--- config.mk ---
export PLATFORM = sky130hd
export DESIGN_NAME = conv_layer_seq
export DESIGN_NICKNAME = d
export VERILOG_FILES = /design/src/rtl/conv_layer_seq.sv
export SDC_FILE = /design/constraint.sdc
export NUM_CORES = 1
export LEC_CHECK = 0
export ABC_AREA = 1
export CAP_MARGIN = 20
export CORE_ASPECT_RATIO = 1.2
export CORE_MARGIN = 3
export CORE_UTILIZATION = 57
export DETAILED_ROUTE_END_ITERATION = 8
export GPL_TIMING_DRIVEN = 0
export PLACE_DENSITY = 0.82
export SLEW_MARGIN = 25
export SYNTH_ARGS = -nofsm -noshare
export SYNTH_HDL_FRONTEND = slang
export SYNTH_SLANG_ARGS = --single-unit
--- constraint.sdc ---
create_clock -name clk -period 2.3 [get_ports clk]
set_input_delay 0.345 -clock clk [delete_from_list [all_inputs] [get_ports clk]]
set_output_delay 0.345 -clock clk [all_outputs]
set_load 0.03 [all_outputs]
--- src/rtl/conv_layer_seq.sv ---
// conv_layer_seq: sequencer for one conv+pool layer of the LeNet-5 datapath.
// Loads an IN_CH-plane input map into the local buffer, then, for each group of
// PAR output channels, loads weights, sweeps the window and drains the pipeline.
// Optional feature macro: CONV_LAYER_SEQ_PERF_EN adds a 32-bit perf_cycles
// counter of busy cycles per layer run.
//
// state    | meaning
// ---------+------------------------------------------------------------
// IDLE     | waiting for en
// LOAD_INP | streaming the input map into the local buffer
// LOAD_W   | streaming one group's weights (plus bias) into the lanes
// CONV     | issuing window positions to the MAC arrays
// DRAIN    | fixed wait for MAC/pool pipelines to empty
// DONE     | layer finished, held until en drops

module conv_layer_seq #(
  parameter int DATA_WIDTH = 16,
  parameter int IN_W       = 14,
  parameter int IN_H       = 14,
  parameter int IN_CH      = 6,
  parameter int K          = 5,
  parameter int OUT_CH     = 16,
  parameter int PAR        = 2,
  parameter int RD_LAT     = 2,
  parameter int DRAIN_CYC  = 10,
  parameter int ADDR_W     = 12
) (
  input  logic              clk,
  input  logic              rst,
  input  logic              en,
  output logic              busy,
  output logic              done,
  output logic              feat_rd,
  output logic [ADDR_W-1:0] feat_addr,
  output logic              buf_we,
  output logic [3:0]        buf_row,
  output logic [3:0]        buf_col,
  output logic              w_rd,
  output logic [ADDR_W-1:0] w_addr,
  output logic              w_we,
  output logic [ADDR_W-1:0] w_idx,
  output logic              win_valid,
  output logic [3:0]        win_row,
  output logic [3:0]        win_col,
  output logic              cal_start,
  output logic [ADDR_W-1:0] pool_base,
  output logic [4:0]        grp
`ifdef CONV_LAYER_SEQ_PERF_EN
  ,
  output logic [31:0]       perf_cycles
`endif
);

  localparam int OUT_W   = IN_W - K + 1;
  localparam int OUT_H   = IN_H - K + 1;
  localparam int N_IN    = IN_W * IN_H;
  localparam int FSZ     = IN_CH * K * K + 1;
  localparam int NGRP    = OUT_CH / PAR;
  localparam int POOL_SZ = (OUT_W / 2) * (OUT_H / 2);
  localparam int DW      = (DRAIN_CYC > 1) ? $clog2(DRAIN_CYC) : 1;

  // Elaboration-time sanity checks on the parameter set.
  if (OUT_CH % PAR != 0) begin : g_bad_par
    $error("conv_layer_seq: OUT_CH must be a multiple of PAR");
  end
  if (NGRP * FSZ >= (1 << ADDR_W)) begin : g_bad_waddr
    $error("conv_layer_seq: weight address space overflows ADDR_W");
  end
  if (RD_LAT < 1 || RD_LAT > 3) begin : g_bad_lat
    $error("conv_layer_seq: RD_LAT must be 1..3");
  end
  if (DATA_WIDTH < 1 || DRAIN_CYC < 1) begin : g_bad_misc
    $error("conv_layer_seq: DATA_WIDTH and DRAIN_CYC must be >= 1");
  end

  typedef enum logic [2:0] {
    S_IDLE,
    S_LOAD_INP,
    S_LOAD_W,
    S_CONV,
    S_DRAIN,
    S_DONE
  } state_t;

  state_t            state;
  logic [3:0]        rd_row;
  logic [ADDR_W-1:0] rd_col;
  logic [ADDR_W-1:0] w_ridx;
  logic [ADDR_W-1:0] w_base;
  logic [ADDR_W-1:0] win_r;
  logic [ADDR_W-1:0] win_c;
  logic [DW-1:0]     drain_cnt;

  // Read-latency pipelines: strobe, last-beat flag and write position.
  logic              fp_v    [RD_LAT];
  logic              fp_last [RD_LAT];
  logic [3:0]        fp_row  [RD_LAT];
  logic [3:0]        fp_col  [RD_LAT];
  logic              wp_v    [RD_LAT];
  logic              wp_last [RD_LAT];
  logic [ADDR_W-1:0] wp_idx  [RD_LAT];

  logic abort;
  logic buf_last;
  logic w_last;

  assign abort    = (state != S_IDLE) && !en;
  assign buf_we   = fp_v[RD_LAT-1];
  assign buf_last = fp_last[RD_LAT-1];
  assign buf_row  = fp_row[RD_LAT-1];
  assign buf_col  = fp_col[RD_LAT-1];
  assign w_we     = wp_v[RD_LAT-1];
  assign w_last   = wp_last[RD_LAT-1];
  assign w_idx    = wp_idx[RD_LAT-1];
  assign win_row  = win_r[3:0];
  assign win_col  = win_c[3:0];

  // Delay the read strobes by RD_LAT to form the write strobes; abort flushes.
  always_ff @(posedge clk or negedge rst) begin
    if (!rst) begin
      for (int i = 0; i < RD_LAT; i++) begin
        fp_v[i]    <= 1'b0;
        fp_last[i] <= 1'b0;
        fp_row[i]  <= '0;
        fp_col[i]  <= '0;
        wp_v[i]    <= 1'b0;
        wp_last[i] <= 1'b0;
        wp_idx[i]  <= '0;
      end
    end else if (abort) begin
      for (int i = 0; i < RD_LAT; i++) begin
        fp_v[i]    <= 1'b0;
        fp_last[i] <= 1'b0;
        fp_row[i]  <= '0;
        fp_col[i]  <= '0;
        wp_v[i]    <= 1'b0;
        wp_last[i] <= 1'b0;
        wp_idx[i]  <= '0;
      end
    end else begin
      fp_v[0]    <= feat_rd;
      fp_last[0] <= feat_rd && (feat_addr == ADDR_W'(N_IN - 1));
      fp_row[0]  <= rd_row;
      fp_col[0]  <= rd_col[3:0];
      wp_v[0]    <= w_rd;
      wp_last[0] <= w_rd && (w_ridx == ADDR_W'(FSZ - 1));
      wp_idx[0]  <= w_ridx;
      for (int i = 1; i < RD_LAT; i++) begin
        fp_v[i]    <= fp_v[i-1];
        fp_last[i] <= fp_last[i-1];
        fp_row[i]  <= fp_row[i-1];
        fp_col[i]  <= fp_col[i-1];
        wp_v[i]    <= wp_v[i-1];
        wp_last[i] <= wp_last[i-1];
        wp_idx[i]  <= wp_idx[i-1];
      end
    end
  end

  // Main layer FSM with registered strobes, addresses and group bookkeeping.
  always_ff @(posedge clk or negedge rst) begin
    if (!rst) begin
      state     <= S_IDLE;
      busy      <= 1'b0;
      done      <= 1'b0;
      feat_rd   <= 1'b0;
      feat_addr <= '0;
      rd_row    <= '0;
      rd_col    <= '0;
      w_rd      <= 1'b0;
      w_addr    <= '0;
      w_ridx    <= '0;
      w_base    <= '0;
      win_valid <= 1'b0;
      win_r     <= '0;
      win_c     <= '0;
      cal_start <= 1'b0;
      pool_base <= '0;
      grp       <= '0;
      drain_cnt <= '0;
    end else if (abort) begin
      state     <= S_IDLE;
      busy      <= 1'b0;
      done      <= 1'b0;
      feat_rd   <= 1'b0;
      feat_addr <= '0;
      rd_row    <= '0;
      rd_col    <= '0;
      w_rd      <= 1'b0;
      w_addr    <= '0;
      w_ridx    <= '0;
      w_base    <= '0;
      win_valid <= 1'b0;
      win_r     <= '0;
      win_c     <= '0;
      cal_start <= 1'b0;
      pool_base <= '0;
      grp       <= '0;
      drain_cnt <= '0;
    end else begin
      case (state)
        S_IDLE: begin
          if (en) begin
            state     <= S_LOAD_INP;
            busy      <= 1'b1;
            feat_rd   <= 1'b1;
            feat_addr <= '0;
            rd_row    <= '0;
            rd_col    <= '0;
            grp       <= '0;
            pool_base <= '0;
            w_base    <= '0;
          end
        end
        S_LOAD_INP: begin
          if (feat_rd) begin
            if (feat_addr == ADDR_W'(N_IN - 1)) begin
              feat_rd <= 1'b0;
            end else begin
              feat_addr <= feat_addr + 1'b1;
              if (rd_col == ADDR_W'(IN_W - 1)) begin
                rd_col <= '0;
                rd_row <= rd_row + 1'b1;
              end else begin
                rd_col <= rd_col + 1'b1;
              end
            end
          end
          if (buf_we && buf_last) begin
            state  <= S_LOAD_W;
            w_rd   <= 1'b1;
            w_addr <= w_base;
            w_ridx <= '0;
          end
        end
        S_LOAD_W: begin
          if (w_rd) begin
            if (w_ridx == ADDR_W'(FSZ - 1)) begin
              w_rd <= 1'b0;
            end else begin
              w_ridx <= w_ridx + 1'b1;
              w_addr <= w_addr + 1'b1;
            end
          end
          if (w_we && w_last) begin
            state     <= S_CONV;
            win_valid <= 1'b1;
            win_r     <= '0;
            win_c     <= '0;
            cal_start <= 1'b1;
          end
        end
        S_CONV: begin
          cal_start <= 1'b0;
          if (win_c == ADDR_W'(OUT_W - 1)) begin
            win_c <= '0;
            if (win_r == ADDR_W'(OUT_H - 1)) begin
              win_r     <= '0;
              win_valid <= 1'b0;
              state     <= S_DRAIN;
              drain_cnt <= DW'(DRAIN_CYC - 1);
            end else begin
              win_r <= win_r + 1'b1;
            end
          end else begin
            win_c <= win_c + 1'b1;
          end
        end
        S_DRAIN: begin
          if (drain_cnt == '0) begin
            if (grp == 5'(NGRP - 1)) begin
              state <= S_DONE;
              done  <= 1'b1;
            end else begin
              grp       <= grp + 1'b1;
              pool_base <= pool_base + ADDR_W'(POOL_SZ);
              w_base    <= w_base + ADDR_W'(FSZ);
              w_addr    <= w_base + ADDR_W'(FSZ);
              w_ridx    <= '0;
              w_rd      <= 1'b1;
              state     <= S_LOAD_W;
            end
          end else begin
            drain_cnt <= drain_cnt - 1'b1;
          end
        end
        S_DONE: begin
          done <= 1'b1;
        end
        default: begin
          state <= S_IDLE;
        end
      endcase
    end
  end

`ifdef CONV_LAYER_SEQ_PERF_EN
  // Busy-cycle counter: cleared at layer start, frozen in DONE and IDLE.
  always_ff @(posedge clk or negedge rst) begin
    if (!rst) begin
      perf_cycles <= '0;
    end else if (state == S_IDLE && en) begin
      perf_cycles <= '0;
    end else if (busy && state != S_DONE) begin
      perf_cycles <= perf_cycles + 32'd1;
    end
  end
`endif

endmodule

==> impl_results.md, run 1 <==
* Signal arrival time at the worst endpoint at between 2000 and 2500 ps
* Global-route wire length before repair at ~37,000 um
* Hold depth at 2
* Die area at 17,500 sq um
* Drt drc at 0
* Antenna diode count at 0
* Slew @ Worst Pin at 671 ps
* Clock tree root buffer cell: clkbuf_16
* Drt initial violations at 563
* Worst reg2reg path depth at 9
* Max_slew headroom at 54.9%
* Worst path bufs/invs at 2
* Crit-path most repeated cell: nor2_4
* Placed Cells at 1,496
* Gr usage total at between 20% and 30%
* Sequential-to-total area share from yosys stat at between 40 and 50%
* Post-DP HPWL at about 16,000 um
* WL final at around 22,000 um
* Most common cell after layout, fill and taps aside: nand2_1
* WP depth at 9
* Final hold vios at 0
* Largest net degree at the start of global routing at 88
* Via density at ~5.4
* Power Density at between 1000 and 1500 nW/um^2
* Wire length per cell at around 15 um
* Number of synthesized flops with an enable pin at 0
* Antenna viol nets, final at 0
* Cells after Synth at ~1,200
* Area delta synth->final at 20.7%
* CP max-delay cell: dfrtp_2
* Reg2Reg Setup Slack at 120 ps
* Final setup TNS at 0 ps
* Setup crit start kind: register
* Max clock buf depth at 2
* IR drop worst, VDD at 0.780 mV
* Final worst-path cycle share at between 90% and 100%
* Worst path max stage delay at 450 ps
* Total core area at about 15,000 sq um
* Die W at 121 um
* CTS tree: yes
* RSZ-0062 raised after global routing: yes
* Via count at around 8,400
* Final Non-Filler Cells at 1,534
* Syn. warnings at 0
* Post-synth ARST share at 100%
* Max Cap Viol at 0
* Hold Path Class: register to register
* Die H at between 100 and 150 um
* Port-buffer cells at 79
* Cell area after synthesis at just over 9000 sq um
* Max frequency at around 460 MHz
* #FFs+latches synth at roughly 170
* Final setup viols at 0
* TritonCTS Sinks at about 170
* Worst Path Max Fanout at 7
* Reg clk slew, reported paths at about 60 ps
* Vias in the first global route at just over 8,000
* Final worst path period need at between 2000 and 2500 ps
* Nets at 1,339
* Unique masters post-synth at 38
* Pins Over Slew Limit at 0
* Syn nets at between 1,000 and 1,500
* TritonCTS buffer count at 17
* Layout cells sized above 1 at around a tenth
* CP Data Required Time at 2610 ps
* Placer Congestion at 0.914
* Leakage at around 5.3 nW
* H-tree depth at 4
* Delay-heaviest family, CP: simple AND/OR/NAND/NOR gates
* Syn Area/Cell at 7.50 sq um
* Kind of critical path: register to register
* Endpoint class of the critical path: register
* Row count at a little under 50
* Status: finished, final reports clean
* Clk Latency, worst-skew pair at ~430 ps
* Io pins at 80
* CP Cell Sequence: nor2_4, nand2_1, ha_1, clkbuf_4, nor2_4, o21ai_4, nand4_1, buf_4, o21ai_0
* Setup Skew at around 6.4 ps
* Initial Util at between 50% and 60%
* Initial antenna violation count at 0
* TritonRoute pass-1 iters at 5
* Top FF cell, synth: dfrtp_1
* Commonest non-fill, non-tap cells in the layout: 310 x nand2_1, 163 x dfrtp_1, 151 x inv_1
* Grt ovf at 0
-- flip-flops by register name, summed over array words and instances (netlist names), 3 cells and up --
signal     cells
buf_col        4
w_idx         12
fp_col         4
state          3
win_c         12
rd_row         4
w_addr        12
fp_row         4
drain_cnt      4
buf_row        4
wp_idx        12
w_ridx        12
rd_col        12
grp            5
win_r         12
pool_base     12
feat_addr     12
w_base        12
-- final cells by class --
type	instances	area, sq um
plain buffers	61	400
clock buffers	18	439
clock inverters	14	221
fillers	1196	4350
inverters	160	601
multi-input cells	825	4020
flip-flops and latches	166	4160
well taps	204	255
repair buffers	86	883
-- timing repair --
action / in CTS / in global routing
setup endpoints to repair: 132 / 84
hold endpoints to repair: 79 / 0
hold buffers: 1 / 0
gates resized for setup: 22 / 14
buffers inserted: 2 / 3
pin swaps: 1 / 2
-- worst register-to-register path, stage by stage (launching register included) --
cell and delay, ps:
dfrtp_2 450, nor2_4 160, nand2_1 140, ha_1 210, clkbuf_4 200, nor2_4 190, o21ai_4 130, nand4_1 330
buf_4 180, o21ai_0 80
-- through the flow --
stage / util (%) / setup slack [ps] / hold slack (ps) / power, mW / area (sq um)
finish: 71.6 / 115 / 455 / 11.3 / 11000
floorplan: - / 251 / 49.4 / 6.45 / 9090
global route: 71.6 / -19.5 / 476 / 12.0 / 11000
CTS: 71.2 / 8.81 / 458 / 11.2 / 10900
global placement: 66.1 / -5880 / 437 / 7.83 / 10100
detailed placement: 66.4 / -709 / 375 / 7.91 / 10200
-- per-layer routing --
layer | vias up | track usage [%] | part of all wire (%)
li1 | 4080 | - | -
met2 | 315 | 46.8 | 51
met3 | 38 | 4.38 | 6.1
met1 | 3926 | 32.6 | 41
met5 | - | 0 | 0
met4 | 0 | 9.50 | 2.1
-- cell usage after synthesis, types with 2 or more instances --
cell	number	area (sq um)
a21oi_1	28	140
a31oi_1	3	18.8
buf_1	6	22.5
buf_2	12	60.1
buf_4	30	225
clkbuf_1	12	45.0
dfrtp_1	166	4150
ha_1	19	238
inv_1	153	574
inv_2	6	22.5
nand2_1	312	1170
nand2_2	5	31.3
nand3_1	108	541
nand3b_1	3	22.5
nand4_1	37	231
nor2_1	129	484
nor2_2	5	31.3
nor2_4	4	45.0
nor3_1	28	140
nor4_1	2	12.5
o211ai_1	2	15.0
o21ai_0	76	380
o21ai_1	9	45.0
o21ai_2	2	17.5
o21bai_1	8	60.1
o22ai_1	13	81.3
or2_2	4	25.0
xor2_1	20	175
-- final timing paths --
kind,start,to
worst min register to register,wp_idx[23],w_idx[11]
worst max-delay path,state[1],pool_base[8]
worst max register to register,state[1],pool_base[8]
max in group asynchronous,rst,pool_base[11]
worst min-delay path,wp_idx[23],w_idx[11]
min in group asynchronous,rst,fp_row[5]
-- kinds of logic after synthesis --
group,Yosys count,share of synthesized area [%]
AO/OA/AOI/OAI,146,8.78
XOR/XNOR,20,1.93
adder cells (fa/ha/maj),19,2.61
buffers and inverters,221,10.6
flip-flops,166,45.7
multiplexers,1,0.110
AND/OR/NAND/NOR,639,30.3
-- power by group --
part           total [mW]  switching (mW)  internal (mW)
Clock                3.18            1.21           1.97
Combinational        4.59            3.19           1.40
Sequential           3.55           0.301           3.25
Total                11.3            4.70           6.62
Note: power is estimated with default switching activity, not from simulation.
==> inputs of run 2 (changes only) <==
--- a/config.mk
+++ b/config.mk
@@ -8,7 +8,7 @@
 export ABC_AREA = 1
 export CAP_MARGIN = 20
 export CORE_ASPECT_RATIO = 1.2
-export CORE_MARGIN = 3
+export CORE_MARGIN = 10
 export CORE_UTILIZATION = 57
 export DETAILED_ROUTE_END_ITERATION = 8
 export GPL_TIMING_DRIVEN = 0
@@ -17,3 +17,4 @@
 export SYNTH_ARGS = -nofsm -noshare
 export SYNTH_HDL_FRONTEND = slang
 export SYNTH_SLANG_ARGS = --single-unit
+export TNS_END_PERCENT = 30
==> constraint.sdc (replaced) <==
create_clock -name clk -period 2.3 [get_ports clk]
set_input_delay 0.345 -clock clk [delete_from_list [all_inputs] [get_ports clk]]
set_output_delay 0.345 -clock clk [all_outputs]
set_load 0.1 [all_outputs]
==> run 2 against run 1 <==
Effect of this change:
- global-route usage down 5.3 points
- wire length up 0.77%
- final area down 2.0%
==> impl_results.md, run 2 (synthesized netlist as in run 1, its figures left out) <==
* Die W at 135 um (was 121 um)
* TritonCTS buffer count at 17 (unchanged)
* Grt ovf at 0 (unchanged)
* Signal arrival time at the worst endpoint at 1930 ps (was 2490 ps)
* Cell Int Power at 6.08 mW (was 6.62 mW)
* Most common cell after layout, fill and taps aside: nand2_1 (unchanged)
* Psw at 5.71 mW (was 4.70 mW)
* Clock tree root buffer cell: clkbuf_16 (unchanged)
* Drt initial violations at 645 (was 563)
* Power Density at 1100 nW/um^2 (was 1030 nW/um^2)
* Met2 wire len at 11,500 um (was 11,400 um)
* Endpoint class of the critical path: output pin (was register)
* CP max-delay cell: clkdlybuf4s50_1 (was dfrtp_2)
* Max clock buf depth at 2 (unchanged)
* Worst r2r src: state[1] (unchanged)
* RSZ-0062 raised after global routing: yes (unchanged)
* Drt drc at 0 (unchanged)
* Reg2Reg Setup Slack at 110 ps (was 120 ps)
* Antenna diode count at 0 (unchanged)
* Setup Skew at 15.6 ps (was 6.36 ps)
* Final setup viols at 0 (unchanged)
* Commonest non-fill, non-tap cells in the layout: 310 x nand2_1, 161 x dfrtp_1, 152 x inv_1 (was 310 x nand2_1, 163 x dfrtp_1, 151 x inv_1)
* Slew @ Worst Pin at 987 ps (was 671 ps)
* IR drop worst, VDD at 0.848 mV (was 0.780 mV)
* Via count at 8,299 (was 8,359)
* Final worst path period need at 2280 ps (was 2180 ps)
* Row count at 50 (was 49)
* Nets at 1,339 (unchanged)
* Hold Path Class: register to register (unchanged)
* Initial antenna violation count at 0 (unchanged)
* Final hold vios at 0 (unchanged)
* Largest net degree at the start of global routing at 89 (was 88)
* Sequential share of power at 30.1% (was 31.4%)
* Clk Latency, worst-skew pair at 440 ps (was 430 ps)
* Placer Congestion at 0.935 (was 0.914)
* Met1 WL at 9350 um (was 9110 um)
* Max_slew headroom at 34.0% (was 54.9%)
* Setup crit start kind: register (unchanged)
* Fillers at 1,341 (was 1,196)
* Via density at 5.40 (was 5.45)
* Area delta synth->final at 18.3% (was 20.7%)
* Final worst-path cycle share at 99.1% (was 95.0%)
* Wire length per cell at 14.6 um (was 14.5 um)
* Sw Ratio at 48.4% (was 41.5%)
* Leakage at 5.61 nW (was 5.35 nW)
* CP Data Required Time at 1960 ps (was 2610 ps)
* Max Cap Viol at 0 (unchanged)
* Worst slack, placed at -764 ps (was -709 ps)
* Hold Path Origin: wp_idx[20] (was wp_idx[23])
* Post-DP HPWL at 15,900 um (was 15,600 um)
* Kind of critical path: register to output pin (was register to register)
* Worst path bufs/invs at 1 (was 2)
* Pins Over Slew Limit at 0 (unchanged)
* Vias in the first global route at 7,857 (was 8,042)
* Max layer used: met4 (unchanged)
* WL final at 22,500 um (was 22,300 um)
* Met3 routed WL at 1300 um (was 1360 um)
* Delay-heaviest family, CP: buffers and inverters (was simple AND/OR/NAND/NOR gates)
* Worst Path Max Fanout at 2 (was 7)
* Clock share of power at 23.4% (was 28.1%)
* Final worst slack at 21.0 ps (was 115 ps)
* CTS tree: yes (unchanged)
* CP Cell Sequence: clkdlybuf4s50_1 (was nor2_4, nand2_1, ha_1, clkbuf_4, nor2_4, o21ai_4, nand4_1, buf_4, o21ai_0)
* Total power at 11.8 mW (was 11.3 mW)
* TritonCTS Sinks at 166 (unchanged)
* Max frequency at 439 MHz (was 458 MHz)
* Antenna viol nets, final at 0 (unchanged)
* Worst path max stage delay at 1150 ps (was 450 ps)
* R2R Path End: win_c[7] (was pool_base[8])
* Combinational cell fraction of total power at 46.5% (was 40.6%)
* Layout cells sized above 1 at 11.8% (was 9.92%)
* Status: finished, final reports clean (unchanged)
* H-tree depth at 4 (unchanged)
* Gr usage total at 21.1% (was 26.4%)
* Reg clk slew, reported paths at 70 ps (was 60 ps)
* Total core area at 15,600 sq um (was 15,300 sq um)
* TritonRoute pass-1 iters at 5 (unchanged)
* Initial Util at 58.1% (was 59.3%)
* Global-route wire length before repair at 37,100 um (was 37,300 um)
* Io pins at 80 (unchanged)
* Worst reg2reg path depth at 10 (was 9)
* Port-buffer cells at 79 (unchanged)
* Hold depth at 2 (unchanged)
* Die H at 158 um (was 144 um)
* Hold EP: w_idx[8] (was w_idx[11])
* Die area at 21,400 sq um (was 17,500 sq um)
-- run 2: changes by cell type in the layout (fill, tap and decap cells not counted), sizes merged, moves of 4 or more --
cell / previous run / this run
clkdlybuf4s50: 78 / 4
bufinv: 5 / 1
buf: 56 / 83
clkinv: 1 / 6
dlygate4sd2: 0 / 45
-- run 2: metrics by stage --
stage	utilization [%]	TNS [ps]	hold WS, ps	instance area, sq um	instances
global route	68.8	-7.77	476	10800	1537
detailed placement	65.1	-62390	408	10200	1500
floorplan	-	0	49.4	9090	1212
global placement	64.9	-1041630	437	10100	1499
finish	68.8	0	462	10800	1537
CTS	68.4	0	461	10700	1534
-- run 2: area by class of cell --
| type | count | area, sq um | area share [%] |
|---|---|---|---|
| inverters | 160 | 601 | 5.58 |
| well taps | 208 | 260 | 2.42 |
| clock buffers | 17 | 425 | 3.95 |
| plain buffers | 61 | 404 | 3.76 |
| multi-input cells | 825 | 4010 | 37.3 |
| repair buffers | 86 | 757 | 7.04 |
| clock inverters | 14 | 143 | 1.33 |
| flip-flops and latches | 166 | 4160 | 38.7 |
-- run 2: worst max-delay path by stage --
stage               endpoint         start  cells after the start
6_report        pool_base[6]  pool_base[6]                      1
5_1_grt            w_addr[2]      state[1]                      9
4_1_cts         pool_base[9]  pool_base[9]                      1
3_5_place_dp       w_idx[10]            en                      8
3_3_place_gp          grp[0]           rst                      1
2_1_floorplan  feat_addr[10]  feat_addr[1]                      9
-- run 2: repair_timing --
action                     in CTS  in global routing
setup endpoints to repair     210                113
hold buffers                    1                  0
pin swaps                       1                  3
gates resized for setup        93                 16
hold endpoints to repair       87                  0
setup buffers                   2                  3
-- run 2: power by group through the flow --
stage               logic, mW  registers, mW  clock network, mW
floorplan                2.93           4.45                  0
global placement         5.23           3.58                  0
detailed placement       5.30           3.59                  0
CTS                      5.34           3.54               2.79
global route             5.90           3.59               2.91
finish                   5.48           3.55               2.76
-- run 2: layer usage --
layer | vias to the layer above | track usage (%)
met4 | 0 | 7.55
met3 | 24 | 3.88
met2 | 260 | 36.7
met5 | - | 0
met1 | 3941 | 25.7
li1 | 4074 | -
-- run 2: worst min-delay path: cells and delay by family, from the launching register on --
| family | cells | cell delay (ps) |
|---|---|---|
| simple gates | 1 | 70 |
| buf+inv | 1 | 30 |
| flops | 1 | 320 |
==> inputs of run 3 (changes only) <==
--- a/config.mk
+++ b/config.mk
@@ -10,6 +10,7 @@
 export CORE_ASPECT_RATIO = 1.2
 export CORE_MARGIN = 10
 export CORE_UTILIZATION = 57
+export CTS_CLUSTER_SIZE = 10
 export DETAILED_ROUTE_END_ITERATION = 8
 export GPL_TIMING_DRIVEN = 0
 export PLACE_DENSITY = 0.82
@@ -17,4 +18,4 @@
 export SYNTH_ARGS = -nofsm -noshare
 export SYNTH_HDL_FRONTEND = slang
 export SYNTH_SLANG_ARGS = --single-unit
-export TNS_END_PERCENT = 30
+export TNS_END_PERCENT = 20
==> run 3 against run 2 <==
Effect of this change:
- final area barely moved
- cell count did not move
- utilization barely moved
- count of clock-buffer cells in the layout did not move
- critical endpoint unchanged
- largest cell class unchanged
==> impl_results.md, run 3 (synthesized netlist as in run 1, its figures left out) <==
* Via count at 8,307 (was 8,299)
* Worst path bufs/invs at 1 (unchanged)
* Setup Skew at 15.6 ps (unchanged)
* TritonCTS buffer count at 17 (unchanged)
* Grt ovf at 0 (unchanged)
* CP startpoint: pool_base[6] (unchanged)
* Reg clk slew, reported paths at 70 ps (about the same)
* Clock tree root buffer cell: clkbuf_16 (unchanged)
* Pins Over Slew Limit at 0 (unchanged)
* Nets at 1,339 (unchanged)
* CP max-delay cell: clkdlybuf4s50_1 (unchanged)
* Worst slack, placed at -764 ps (unchanged)
* Port-buffer cells at 79 (unchanged)
* Status: finished, final reports clean (unchanged)
* CP Cell Sequence: clkdlybuf4s50_1 (unchanged)
* Clk Latency, worst-skew pair at 440 ps (about the same)
* Row count at 50 (unchanged)
* Post-route cell area at 10,800 sq um (about the same)
* Antenna diode count at 0 (unchanged)
* Initial antenna violation count at 0 (unchanged)
* Signal arrival time at the worst endpoint at 1930 ps (about the same)
* Global-route wire length before repair at 37,100 um (unchanged)
* Slew @ Worst Pin at 987 ps (unchanged)
* Via density at 5.40 (about the same)
* Leakage at 5.60 nW (was 5.61 nW)
* Initial Util at 58.1% (unchanged)
* Worst Path Max Fanout at 2 (unchanged)
* Hold Path Class: register to register (unchanged)
* Max clock buf depth at 2 (unchanged)
* TritonCTS Sinks at 166 (unchanged)
* R2R Path End: win_c[7] (unchanged)
* Most common cell after layout, fill and taps aside: nand2_1 (unchanged)
* Hold WS at 462 ps (about the same)
* Final hold vios at 0 (unchanged)
* Die H at 158 um (unchanged)
* Sw Ratio at 48.4% (about the same)
* Kind of critical path: register to output pin (unchanged)
* Vias in the first global route at 7,857 (unchanged)
* Sequential share of power at 30.1% (about the same)
* Final setup viols at 0 (unchanged)
* Drt initial violations at 645 (unchanged)
* Drt drc at 0 (unchanged)
* Endpoint class of the critical path: output pin (unchanged)
* Placed Cells at 1,500 (unchanged)
* RSZ-0062 raised after global routing: yes (unchanged)
* Antenna viol nets, final at 0 (unchanged)
* Gr usage total at 21.1% (unchanged)
* Post-DP HPWL at 15,900 um (unchanged)
* Die W at 135 um (unchanged)
* Psw at 5.71 mW (about the same)
* Delay-heaviest family, CP: buffers and inverters (unchanged)
* Total core area at 15,600 sq um (unchanged)
* Placed cell area at 10,200 sq um (unchanged)
* Final worst path period need at 2280 ps (about the same)
* Reg2Reg Setup Slack at 110 ps (about the same)
* WL final at 22,500 um (about the same)
* CP Data Required Time at 1960 ps (about the same)
* Die area at 21,400 sq um (unchanged)
* Final worst-path cycle share at 99.1% (about the same)
* Layout cells sized above 1 at 11.9% (was 11.8%)
* Final Non-Filler Cells at 1,537 (unchanged)
* Clock share of power at 23.4% (about the same)
* Largest net degree at the start of global routing at 89 (unchanged)
* Max Cap Viol at 0 (unchanged)
* Wire length per cell at 14.6 um (about the same)
* Max frequency at 439 MHz (unchanged)
* Worst path max stage delay at 1150 ps (about the same)
* WP depth at 1 (unchanged)
* Area delta synth->final at 18.3% (about the same)
* Combinational cell fraction of total power at 46.5% (about the same)
* End of the critical path: pool_base[6] (unchanged)
* Commonest non-fill, non-tap cells in the layout: 310 x nand2_1, 161 x dfrtp_1, 152 x inv_1 (unchanged)
* Max_slew headroom at 34.0% (unchanged)
* CTS tree: yes (unchanged)
* Setup crit start kind: register (unchanged)
* IR drop worst, VDD at 0.848 mV (about the same)
* Placer Congestion at 0.935 (unchanged)
* Fin util at 68.8% (about the same)
* H-tree depth at 4 (unchanged)
* Power Density at 1100 nW/um^2 (about the same)
* Worst reg2reg path depth at 10 (unchanged)
* Final worst slack at 21.0 ps (about the same)
* Io pins at 80 (unchanged)
* Cell Int Power at 6.08 mW (about the same)
* TritonRoute pass-1 iters at 5 (unchanged)
* Worst r2r src: state[1] (unchanged)
-- run 3: cell types whose count changed in the layout (fill, tap and decap cells not counted), sizes merged --
cell / before / now
buf: 83 / 84
dlygate4sd2: 45 / 44
-- run 3: stage by stage --
stage	setup TNS, ps	power (mW)
2_1_floorplan	0	7.38
5_1_grt	-7.77	12.4
4_1_cts	0	11.7
3_5_place_dp	-62390	8.89
3_3_place_gp	-1041630	8.81
6_report	0	11.8
-- run 3: layout make-up --
cell class | count | area (sq um)
sequential | 166 | 4160
timing repair buffer | 86 | 756
fill | 1342 | 4880
tap | 208 | 260
buffer | 61 | 404
clock buffer | 17 | 425
multi-input combinational | 825 | 4010
clock inverter | 14 | 143
inverter | 160 | 601
-- run 3: power groups by stage --
| stage | registers, mW | clock network [mW] | logic, mW |
|---|---|---|---|
| after detailed placement | 3.59 | 0 | 5.30 |
| after floorplan | 4.45 | 0 | 2.93 |
| after global placement | 3.58 | 0 | 5.23 |
| final | 3.55 | 2.76 | 5.48 |
| after global routing | 3.59 | 2.91 | 5.91 |
| after CTS | 3.54 | 2.79 | 5.34 |
-- run 3: worst min path at each step --
stage                     startpoint    endpoint  slack [ps]  depth (start not counted)
after floorplan                  rst  buf_col[0]          50                          0
after global placement     fp_row[7]  buf_row[3]         440                          2
after detailed placement         rst  buf_row[2]         410                          1
after CTS                 wp_idx[18]    w_idx[6]         460                          2
after global routing      wp_idx[20]    w_idx[8]         480                          2
final                     wp_idx[20]    w_idx[8]         460                          2
-- run 3: routing by layer --
| layer | up-vias | share of wire [%] | track usage (%) |
|---|---|---|---|
| met5 | - | 0 | 0 |
| met4 | 0 | 1.5 | 7.55 |
| met3 | 24 | 5.9 | 3.88 |
| met2 | 262 | 51 | 36.7 |
| met1 | 3947 | 42 | 25.7 |
| li1 | 4074 | - | - |
-- run 3: worst min-delay path: cells and delay by family, from the launching register on --
family	cells	cell delay [ps]
buf+inv	1	30
simple gates	1	70
flops	1	320
-- run 3: repair_timing --
item,CTS,global route
setup buffers,2,3
setup endpoints to repair,210,113
pin swaps,1,3
gates resized for setup,93,16
hold buffers,1,0
endpoints found under the hold margin,87,0
